**config.mk**
```make
export PLATFORM = sky130hd
export DESIGN_NAME = color_seq_ctrl
export DESIGN_NICKNAME = d
export VERILOG_FILES = /design/src/rtl/color_seq_ctrl.sv
export SDC_FILE = /design/constraint.sdc
export NUM_CORES = 1
export LEC_CHECK = 0
export ABC_CLOCK_PERIOD_IN_PS = 4810
export BUFFER_PORTS_ARGS = -buffer_cell sky130_fd_sc_hd__clkbuf_2
export CAP_MARGIN = 20
export CELL_PAD_IN_SITES_DETAIL_PLACEMENT = 1
export CELL_PAD_IN_SITES_GLOBAL_PLACEMENT = 1
export CORE_MARGIN = 10
export CORE_UTILIZATION = 40
export CTS_CLUSTER_DIAMETER = 30
export DETAILED_ROUTE_END_ITERATION = 8
export PLACE_DENSITY = 0.65
export RECOVER_POWER = 50
export SLEW_MARGIN = 0
export SYNTH_ARGS = -nofsm -noshare
export SYNTH_HDL_FRONTEND = slang
export SYNTH_SLANG_ARGS = --single-unit
```
**constraint.sdc**
```tcl
create_clock -name clk -period 4.81 [get_ports clk]
set_clock_uncertainty 0.15 [all_clocks]
set_input_delay 0.2405 -clock clk [delete_from_list [all_inputs] [get_ports clk]]
set_output_delay 0.2405 -clock clk [all_outputs]
set_load 0.03 [all_outputs]
```
**src/rtl/color_seq_ctrl.sv**
```systemverilog
// color_seq_ctrl
//   Steps through a small RGB888 color table at a selectable rate and drives
//   three PWM LED outputs from the currently displayed color.
//
// Ports
//   clk, rst_n        : single clock, asynchronous active-low reset
//   start / stop      : one-cycle commands (stop > start > pause)
//   pause             : level, freezes the sequence while high
//   rate_sel[1:0]     : step rate = BASE_HZ << rate_sel
//   wr_en/addr/data   : color-table write port, accepted when wr_en && wr_ready
//   wr_ready          : low only in a cycle whose next edge advances the step
//   color[23:0]       : displayed RGB888 value (0 while idle)
//   step_idx[2:0]     : current table index
//   step_tick         : one-cycle pulse after each step advance
//   running           : high in RUN or PAUSE
//   led_r/g/b         : PWM outputs, duty = channel byte / 256
module color_seq_ctrl #(
    parameter int CLK_HZ    = 100000000,
    parameter int BASE_HZ   = 1,
    parameter int NUM_STEPS = 8
) (
    input  logic        clk,
    input  logic        rst_n,
    input  logic        start,
    input  logic        stop,
    input  logic        pause,
    input  logic [1:0]  rate_sel,
    input  logic        wr_en,
    input  logic [2:0]  wr_addr,
    input  logic [23:0] wr_data,
    output logic        wr_ready,
    output logic [23:0] color,
    output logic [2:0]  step_idx,
    output logic        step_tick,
    output logic        running,
    output logic        led_r,
    output logic        led_g,
    output logic        led_b
);

    localparam int DIV = CLK_HZ / BASE_HZ;
    // Prescaler and terminal share one width wide enough to hold DIV itself.
    localparam int TW = (DIV > 1) ? $clog2(DIV + 1) : 1;
    localparam logic [TW-1:0] DIV_V    = TW'(DIV);
    localparam logic [2:0]    LAST_IDX = 3'(NUM_STEPS - 1);
    localparam logic [3:0]    NS_V     = 4'(NUM_STEPS);

    // Entry 0 sits in the low bits.
    localparam logic [7:0][23:0] TAB_RST = {
        24'h000000, 24'hFFFFFF, 24'hFF00FF, 24'h00FFFF,
        24'hFFFF00, 24'h0000FF, 24'h00FF00, 24'hFF0000
    };

    typedef enum logic [1:0] {S_IDLE, S_RUN, S_PAUSE} state_e;

    state_e           state_q, state_d;
    logic [TW-1:0]    presc_q, presc_d;
    logic [2:0]       idx_q, idx_d;
    logic [23:0]      color_q, color_d;
    logic             tick_q, tick_d;
    logic [7:0]       pwm_q, pwm_d;
    logic [7:0][23:0] tab_q, tab_d;

    logic [TW-1:0] term, term_m1;
    logic          active, adv, wr_acc;
    logic [2:0]    idx_nx;

    // Rate changes act immediately; a terminal of zero (huge rate_sel with a
    // tiny divider) degenerates to ticking every cycle.
    assign term    = DIV_V >> rate_sel;
    assign term_m1 = (term == '0) ? '0 : term - TW'(1);

    assign active = (state_q != S_IDLE);
    // The >= lets a count left over-range by a rate change tick at once.
    assign adv    = active && !stop && !start && !pause && (presc_q >= term_m1);
    assign idx_nx = (idx_q == LAST_IDX) ? 3'd0 : idx_q + 3'd1;

    // Writes stall on the advancing edge so the new color never races the
    // table lookup for the next index.
    assign wr_ready = !adv;
    assign wr_acc   = wr_en && wr_ready && ({1'b0, wr_addr} < NS_V);

    always_comb begin
        state_d = state_q;
        presc_d = presc_q;
        idx_d   = idx_q;
        color_d = color_q;
        tick_d  = 1'b0;
        tab_d   = tab_q;
        pwm_d   = pwm_q + 8'd1;

        if (wr_acc) tab_d[wr_addr] = wr_data;

        if (stop) begin
            state_d = S_IDLE;
            presc_d = '0;
            idx_d   = '0;
            color_d = '0;
        end else if (start) begin
            state_d = S_RUN;
            presc_d = '0;
            idx_d   = '0;
            // Bypass a same-cycle write to entry 0.
            color_d = (wr_acc && wr_addr == 3'd0) ? wr_data : tab_q[0];
        end else if (active) begin
            state_d = pause ? S_PAUSE : S_RUN;
            if (adv) begin
                tick_d  = 1'b1;
                presc_d = '0;
                idx_d   = idx_nx;
                color_d = tab_q[idx_nx];
            end else begin
                if (!pause) presc_d = presc_q + TW'(1);
                if (wr_acc && wr_addr == idx_q) color_d = wr_data;
            end
        end
    end

    always_ff @(posedge clk or negedge rst_n) begin
        if (!rst_n) begin
            state_q <= S_IDLE;
            presc_q <= '0;
            idx_q   <= '0;
            color_q <= '0;
            tick_q  <= 1'b0;
            pwm_q   <= '0;
            tab_q   <= TAB_RST;
        end else begin
            state_q <= state_d;
            presc_q <= presc_d;
            idx_q   <= idx_d;
            color_q <= color_d;
            tick_q  <= tick_d;
            pwm_q   <= pwm_d;
            tab_q   <= tab_d;
        end
    end

    // One comparator per channel: [2]=R, [1]=G, [0]=B.
    logic [2:0][7:0] chan;
    logic [2:0]      led;
    assign chan = color_q;

    for (genvar c = 0; c < 3; c++) begin : g_pwm
        assign led[c] = (pwm_q < chan[c]);
    end

    assign {led_r, led_g, led_b} = led;
    assign color     = color_q;
    assign step_idx  = idx_q;
    assign step_tick = tick_q;
    assign running   = active;

endmodule

```
==> metrics.txt <==
max-slew violation total from the final report=117; leakage power=between 6 and 7 nW; routed via count=8470; power density over cell area=between 500 and 600 nW/um^2; ys async rst share=between 90% and 100%; clock insertion delay at the later pin of the skew report=0.59 ns; shortest clock period the worst path allows after layout=between 4 and 5 ns; nature of the critical path startpoint=flip-flop; final cycle utilization of the critical path=~84%; number of enable-type register cells in the synthesized netlist=0; total global-route track usage=17.3%; maximum level of the CTS H-tree=3; number of cells produced by synthesis=around 940; dominant delay contributor by cell family on the critical path=compound AO/OA/AOI/OAI gates; worst hold slack=roughly 0.075 ns; Arrival @ worst endpoint=around 4.4 ns; buffer cell driving the clock tree root=sky130_fd_sc_hd__clkbuf_16; Die ar.=a little over 40000 um^2; vias in the first global route=9575; post-route antenna net violation count=0; share of post-route cells with drive strength above 1=46.8%; wire length of the first global-routing pass=55000 um; number of buffers inserted to repair setup after CTS=0; summed instance area of the synthesized netlist=about 13000 um^2; outcome=complete, but fails checks; number of flip-flops and latches in the synthesized netlist=~260; min-delay worst type=input pin to flip-flop; overall die height=between 200 and 250 um; number of gates resized after cts=0; Pre-Repair DR Iteration Count=5; effective utilization at floorplan=just over 40%; yosys warns=0; Horiz. Die Dim=201 um; Total Routed Length=~34000 um; top cells by count, synth=sky130_fd_sc_hd__mux2_2, sky130_fd_sc_hd__dfrtp_1, sky130_fd_sc_hd__dfstp_2; CP most frequent cell=sky130_fd_sc_hd__a221o_1; # DRC=0; library cells used by synthesis=50; Sum Neg Setup Slack=0 ns; Top FF cell, synth=sky130_fd_sc_hd__dfrtp_1; average detailed-routed wire length per instance=between 20 and 25 um; Post-layout nets=approximately 1200; number of standard-cell rows in the floorplan=66; mean instance size in the synthesized netlist=13.9 um^2; number of CTS-inserted buffers=69; number of placed I/O pins=between 60 and 70; cell type of the slowest stage on the worst timing path=sky130_fd_sc_hd__buf_4; count of buffer and inverter cells on the critical path=2; Data required, critical path=just over 5 ns; count of maximum capacitance violations=1; Reg clk slew, reported paths=around 0.04 ns; endpoint type of the worst setup path=flip-flop; critical path, cell by cell=ha_1, a21o_1, a221o_1, a221oi_2, o41ai_2, nor2_2, nor3_4, inv_4, nor4b_4, buf_4, mux2_2, a221o_1; half-perimeter wire length after detailed placement=21000 um; proportion of synthesized chip area in sequential cells=between 50% and 60%; actual slew at the worst max-slew pin=approximately 3 ns; worst vdd rail ir drop=roughly 0.30 mV; Crit Path Class=flip-flop to flip-flop; Layout area overhead=27.0%; final number of hold-violating endpoints=0; number of input and output port buffers inserted=67; ranking of synthesized cells by area=sky130_fd_sc_hd__dfrtp_1, sky130_fd_sc_hd__dfstp_2, sky130_fd_sc_hd__mux2_2, sky130_fd_sc_hd__mux4_2, sky130_fd_sc_hd__ha_1; most frequent cell after synthesis=sky130_fd_sc_hd__mux2_2; number of antenna violations at the first check in global routing=1; weighted congestion at the end of routability-driven global placement=approximately 0.76; largest net degree at the start of global routing=118; crit path max fanout=31; Final Setup Violations=0; end-of-flow core utilization=around half; TritonCTS clock tree=built; stage delay of the slowest cell on the critical path=0.48 ns; clock net sink count=approximately 260; placeable core region=~32000 um^2; filler cell count=about 3200; top-area cell type share of the netlist area=about 31%; post-synth top area cell=sky130_fd_sc_hd__dfrtp_1; violated checks=max-capacitance violations, max-slew violations; CTS Hold Buffers Added=29; unrepaired setup endpoints after global routing=no; Vias per Instance=~5.4; Overflow after GRT=0; peak clock frequency supported by timing=246 MHz; initial DRC count=~410; tightest slew margin relative to the limit=-95.9%; maximum buffer depth of the clock tree=3
-- layout by cell type (no fill, tap or decap), types with 36 or more instances in the layout --
cell and instances:
sky130_fd_sc_hd__mux2_2 172, sky130_fd_sc_hd__dfrtp_1 161, sky130_fd_sc_hd__dfstp_2 96, sky130_fd_sc_hd__clkbuf_16 69, sky130_fd_sc_hd__mux4_2 48, sky130_fd_sc_hd__ha_1 45, sky130_fd_sc_hd__nor2_1 41, sky130_fd_sc_hd__clkbuf_1 40
sky130_fd_sc_hd__clkbuf_2 40, sky130_fd_sc_hd__nand2_1 36
-- per-stage QoR --
stage	total power [mW]	worst slack, ns	cells	area, um^2
floorplan	3.57	1.24	943	13100
global placement	3.84	0.641	1422	13900
detailed placement	3.89	0.549	1422	13900
CTS	8.68	0.716	1578	16600
global route	8.93	0.484	1578	16600
finish	8.56	0.746	1579	16600
-- worst min-delay path, delay by kind of cell --
family	cells	cell delay (ns)
buffers and inverters	1	0.12
AND/OR/NAND/NOR	2	0.20
multiplexers	1	0.21
-- power breakdown --
group	internal [mW]	switching, mW	leakage [nW]
Sequential	2.68	0.220	3.03
Clock	3.23	1.45	1.17
Combinational	0.555	0.417	2.73
-- metal layers --
metal | part of all wire (%) | wire length [um] | vias up | global-route usage, %
li1 | - | - | 3800 | -
met4 | 2.9 | 992 | 0 | 6.98
met3 | 4.5 | 1520 | 80 | 4.42
met5 | 0 | 0 | - | 0
met2 | 50 | 16900 | 175 | 29.2
met1 | 43 | 14700 | 4415 | 20.7
-- cell type report --
type,count,area (um^2),share of cell area [%]
clock inverters,33,470,2.83
well taps,442,553,3.33
clock buffers,94,1950,11.8
inverters,33,126,0.762
diodes,1,2.50,0.0151
flip-flops and latches,257,6550,39.5
multi-input cells,602,6170,37.2
repair buffers,117,771,4.64
-- sequential cells by signal (all words and copies together) (netlist names) --
| name | flops |
|---|---|
| pwm_q | 8 |
| tab_q | 192 |
| step_tick | 1 |
| presc_q | 27 |
| color | 24 |
| state_q | 2 |
| step_idx | 3 |
-- final timing paths --
kind	start	end	slack, ns	cells after the start
setup / recovery	presc_q[20]	color[22]	0.75	12
hold / removal	wr_en	tab_q[116]	0.07	4
setup reg to reg	presc_q[20]	color[22]	0.75	12
hold reg to reg	tab_q[133]	tab_q[133]	0.35	1
max in group asynchronous	rst_n	color[7]	1.18	3
min in group asynchronous	rst_n	presc_q[14]	0.97	2
-- kinds of logic (layout without fill, tap and decap cells) --
logic type / Yosys count / count (layout) / share of synthesized area (%)
xor+xnor: 31 / 31 / 2.08
flops: 257 / 257 / 50.1
fa+ha+maj: 47 / 47 / 4.50
other cells: 2 / 4 / 0.0575
mux: 265 / 265 / 27.3
compound gates: 101 / 101 / 6.26
simple gates: 155 / 155 / 6.68
buf+inv: 84 / 277 / 3.01
Power figures use the tool's default switching activity.
